**src/rtl/fwd_scoreboard.sv**
```systemverilog
// Operand-forwarding and load-use hazard unit for the in-order pipeline.
// Tracks producer tags for NUM_STAGES stages after EX and picks the youngest match per operand.
module fwd_scoreboard #(
    parameter int NUM_SRC    = 2,
    parameter int NUM_STAGES = 3,
    parameter int LOAD_READY = 2,
    parameter int REG_AW     = 5,
    parameter int CNT_W      = 16,
    localparam int SELW      = $clog2(NUM_STAGES + 1)
) (
    input  logic                      clk,
    input  logic                      rst,
    input  logic                      ex_valid,
    input  logic                      ex_regwrite,
    input  logic                      ex_is_load,
    input  logic [REG_AW-1:0]         ex_rd,
    input  logic [NUM_SRC*REG_AW-1:0] ex_rs,
    input  logic                      freeze,
    input  logic                      flush,
    input  logic                      clr_cnt,
    output logic [NUM_SRC*SELW-1:0]   fwd_sel,
    output logic                      load_use_stall,
    output logic [CNT_W-1:0]          stall_cnt
);

    logic [NUM_STAGES:1]             vld_q, vld_d;
    logic [NUM_STAGES:1]             rw_q, rw_d;
    logic [NUM_STAGES:1]             ld_q, ld_d;
    logic [NUM_STAGES:1][REG_AW-1:0] rd_q, rd_d;
    logic [CNT_W-1:0]                stall_cnt_q, stall_cnt_d;

    logic [NUM_SRC*SELW-1:0] sel_c;
    logic                    stall_c;
    logic [REG_AW-1:0]       rs;
    logic                    found;
    logic                    hazard;
    logic [SELW-1:0]         win;

    // The first matching stage in ascending order is the youngest producer; older matches are
    // ignored even when the youngest one is a load that cannot forward yet.
    always_comb begin
        sel_c   = '0;
        stall_c = 1'b0;
        rs      = '0;
        found   = 1'b0;
        hazard  = 1'b0;
        win     = '0;
        for (int unsigned i = 0; i < NUM_SRC; i++) begin
            rs     = ex_rs[i*REG_AW +: REG_AW];
            found  = 1'b0;
            hazard = 1'b0;
            win    = '0;
            for (int unsigned k = 1; k <= NUM_STAGES; k++) begin
                if (!found && ex_valid && vld_q[k] && rw_q[k] &&
                    (rd_q[k] != '0) && (rd_q[k] == rs)) begin
                    found  = 1'b1;
                    win    = SELW'(k);
                    hazard = ld_q[k] && (k < unsigned'(LOAD_READY));
                end
            end
            sel_c[i*SELW +: SELW] = hazard ? '0 : win;
            stall_c               = stall_c | hazard;
        end
    end

    always_comb begin
        vld_d = vld_q;
        rw_d  = rw_q;
        ld_d  = ld_q;
        rd_d  = rd_q;
        if (!freeze) begin
            for (int unsigned k = 2; k <= NUM_STAGES; k++) begin
                vld_d[k] = vld_q[k-1];
                rw_d[k]  = rw_q[k-1];
                ld_d[k]  = ld_q[k-1];
                rd_d[k]  = rd_q[k-1];
            end
            if (stall_c || flush) begin
                vld_d[1] = 1'b0;
                rw_d[1]  = 1'b0;
                ld_d[1]  = 1'b0;
                rd_d[1]  = '0;
            end else begin
                vld_d[1] = ex_valid;
                rw_d[1]  = ex_regwrite;
                ld_d[1]  = ex_is_load;
                rd_d[1]  = ex_rd;
            end
        end
    end

    always_comb begin
        stall_cnt_d = stall_cnt_q;
        if (clr_cnt) begin
            stall_cnt_d = '0;
        end else if (stall_c && !freeze && (stall_cnt_q != '1)) begin
            stall_cnt_d = stall_cnt_q + 1'b1;
        end
    end

    always_ff @(posedge clk or negedge rst) begin
        if (!rst) begin
            vld_q       <= '0;
            rw_q        <= '0;
            ld_q        <= '0;
            rd_q        <= '0;
            stall_cnt_q <= '0;
        end else begin
            vld_q       <= vld_d;
            rw_q        <= rw_d;
            ld_q        <= ld_d;
            rd_q        <= rd_d;
            stall_cnt_q <= stall_cnt_d;
        end
    end

    assign fwd_sel        = sel_c;
    assign load_use_stall = stall_c;
    assign stall_cnt      = stall_cnt_q;

endmodule

```
**config.mk**
```make
export PLATFORM = sky130hd
export DESIGN_NAME = fwd_scoreboard
export DESIGN_NICKNAME = d
export VERILOG_FILES = /design/src/rtl/fwd_scoreboard.sv
export SDC_FILE = /design/constraint.sdc
export NUM_CORES = 1
export LEC_CHECK = 0
export BUFFER_PORTS_ARGS = -buffer_cell sky130_fd_sc_hd__buf_2
export CAP_MARGIN = 20
export CORE_MARGIN = 1.5
export CORE_UTILIZATION = 49
export DETAILED_ROUTE_END_ITERATION = 7
export PLACE_DENSITY = 0.75
export SYNTH_ARGS = -nofsm -noshare
export SYNTH_HDL_FRONTEND = slang
export SYNTH_SLANG_ARGS = --single-unit
```
**constraint.sdc**
```tcl
create_clock -name clk -period 2.1 [get_ports clk]
set_clock_uncertainty 0.2 [all_clocks]
set_input_delay 0.105 -clock clk [delete_from_list [all_inputs] [get_ports clk]]
set_output_delay 0.105 -clock clk [all_outputs]
set_load 0.01 [all_outputs]
```
==> flow_summary.ini <==
[status]
status = complete, but fails checks
violations = setup timing

[worst_setup_path]
endpoint_kind = primary output
critical_path_depth = 6
path_buf_inv = 1
worstPathCellList = or4_4 > o211ai_1 > nor4_2 > a31o_2 > mux2i_1 > buf_2
crit_arrival_ns = 2.11
cp.required_ns = 1.79
reg2regPathDepth = 8
r2r-end = stall_cnt[8]$_DFFE_PN0P_
critical_path_class = flop to primary output
worst-path-max-fanout = 2
endpoint = fwd_sel[2]
startpoint = rd_q[9]$_DFFE_PN0N_
worst_path_max_delay_cell = or4_4
start_kind = flop
worst-r2r-setup-slack_ns = -0.15
critPathTopFamily = simple AND/OR/NAND/NOR gates
r2r_start = rd_q[2]$_DFFE_PN0N_
worst_path_largest_cell_delay_ns = 0.52

[global_route]
grtUsageMet3_pct = 5.959
first_global_vias = 2170
grtUsageMet1_pct = 38.44
grt_usage_pct = 27.95
grt_max_degree = 39
grt.busiest_layer = met2
grt_antenna_before_repair = 0
overflow = 0
grt_pass1_wl_um = 10740
globalRouteMet2Util_pct = 44.23

[route]
dr.pass1.iters = 4
drt_iter0_markers = 278
wire_per_inst_um = 21.68
drc_errors = 0
drt-total-wl_um = 7891
vias = 2330
final_antenna_net_count = 0
viasPerCell = 6.401

[yosys]
synth.area.top_cells = dfrtp_1 44%, mux2_2 8.3%, xnor2_1 6.9%, xor2_1 6.5%, a32o_1 3.7%
synthArstFlopShare_pct = 100.0
netlist_area_mm2 = 0.002168
syn_inst = 203
synth_seq_cells = 38
synthFlopType = dfrtp_1
synth_cell_type_count = 37
yosysWarningCount = 0
synth.most_common_cell = dfrtp_1
seq_area_frac_synth_pct = 43.85
synth-edff-count = 0
synth_top_area_share_pct = 43.85
synth_common_cells = 38 x dfrtp_1, 17 x xnor2_1, 16 x mux2_2, 16 x xor2_1
syn_area_per_cell_um2 = 10.68
synth.net_count = 227
synth_top_cell_by_area = dfrtp_1

[timing]
worstMarginPinSlew_ns = 0.8765
setup_slack_ns = -0.3146
fmax_mhz = 414.2
maxSlewHeadroom_pct = 41.57
post-route-period-util_pct = 115.0
fin_tns_setup_ns = -2.574
drv_slew = 0
finalSetupViolCount = 26
rsz0062_at_grt = true
period_needed_ns = 2.415
hold_viol = 0

[clock_tree]
cts_buffers = 5
clkSinkCount = 38
cts.reportedPaths.clkPinSlew_ns = 0.08
cts_tree = yes
cts_buffer_depth = 2
cts_root_buffer = clkbuf_8
clk-insertion-delay-late_ns = 0.31
htree_levels = 2

[die]
num_rows = 24
core_region_area_mm2 = 0.004294
dieArea_mm2 = 0.004833
io_pins = 44
die_w_um = 69.52
die_h_um = 69.52
start_util_pct = 50.50

[hold_path]
min_path_type = input pin to flop

[layout]
drive_gt1_share_pct = 56.09
n_antenna_cell = 0
syn_to_final_growth_pct = 56.61
nets = 335
num-fill-cells = 228
fin_area_mm2 = 0.003396

[placed_design]
dp_hpwl_um = 4077
gp_congestion = 0.8631
port_buffers = 43
placed_cell_area_mm2 = 0.002716

[pwr]
p_leak_uw = 0.001569
power-per-cell-area_mw_per_mm2 = 540.9
peakVddDrop_mv = 0.4773

[job]
maxCapViolCount = 0
## cells by family after synthesis
family,synth area share [%]
DFF,43.85
and+or+nand+nor,18.23
buffers and inverters,2.424
xor gates and xnor gates,13.33
muxes,9.232
AOI/OAI and AO/OA,12.35
adders and majority gates,0.5769
## what timing repair did
item	4_1_cts	5_1_grt
buffers inserted	10	7
cloned	1	0
hold buffers	9	0
endpoints found under the hold margin	48	0
endpoints found under the setup margin	17	27
pin swaps	24	24
gates resized for setup	25	48
## per-layer routing
layer	wire length [um]	vias to the layer above
met1	3025	1158
met5	0	-
met4	247	0
li1	-	986
met3	757	33
met2	3860	153
## registers in the layout (all words and copies together), names as in the netlist
register and count:
vld_q 3, rd_q 15, rw_q 3, ld_q 1
stall_cnt 16
## power breakdown
group	switching (uW)	internal [uW]	total, uW
clock network	286	350	636
registers	60.1	778	838
logic	173	190	363
total	519	1320	1840
## through the flow
step | power [uW] | setup slack, ns | std cells | utilization, % | hold WS (ns)
floorplan | 981.9 | -0.02559 | 203 | - | -0.3906
global placement | 1103 | -0.08362 | 330 | 63.26 | 0.05307
detailed placement | 1114 | -0.1443 | 330 | 63.26 | 0.05891
CTS | 1761 | -0.2746 | 358 | 72.44 | 0.06028
global route | 1891 | -0.4306 | 364 | 79.08 | 0.09091
finish | 1837 | -0.3146 | 364 | 79.08 | 0.08190
## placed cells by master, fill, tap and decap left out, types with 8 or more instances in the layout
cell type	instances
mux2_2	13
buf_2	41
nor2_1	9
dfrtp_1	34
xnor2_1	14
nand4_1	8
buf_4	46
buf_6	12
a32o_1	8
dlygate4sd3_1	9
xor2_1	15
## how the worst min path moves through the flow
stage	startpoint	end	slack [ns]	cells after the start
after floorplan	rst	ld_q[1]$_DFFE_PN0N_	-0.39	0
after global placement	rst	stall_cnt[9]$_DFFE_PN0P_	0.05	1
after detailed placement	rst	stall_cnt[9]$_DFFE_PN0P_	0.06	1
after CTS	ex_valid	vld_q[1]$_DFFE_PN0N_	0.06	3
after global routing	ex_valid	vld_q[1]$_DFFE_PN0N_	0.09	3
final	ex_valid	vld_q[1]$_DFFE_PN0N_	0.08	3
## area by class of cell
cell class | instances | area [um^2] | share of cell area (%)
multi-input cells | 155 | 1479 | 43.55
well taps | 52 | 65.06 | 1.916
clock inverters | 3 | 40.04 | 1.179
inverters | 3 | 11.26 | 0.3316
clock buffers | 5 | 68.82 | 2.027
repair buffers | 108 | 775.7 | 22.84
flip-flops and latches | 38 | 955.9 | 28.15
## worst reg2reg max path, delay by kind of cell, from the launching register on
kind | cells | cell delay, ns
simple gates | 3 | 0.73
flops | 1 | 0.46
buf+inv | 2 | 0.35
compound gates | 2 | 0.27
xor+xnor | 1 | 0.18
(Power assumes the default switching activity.)
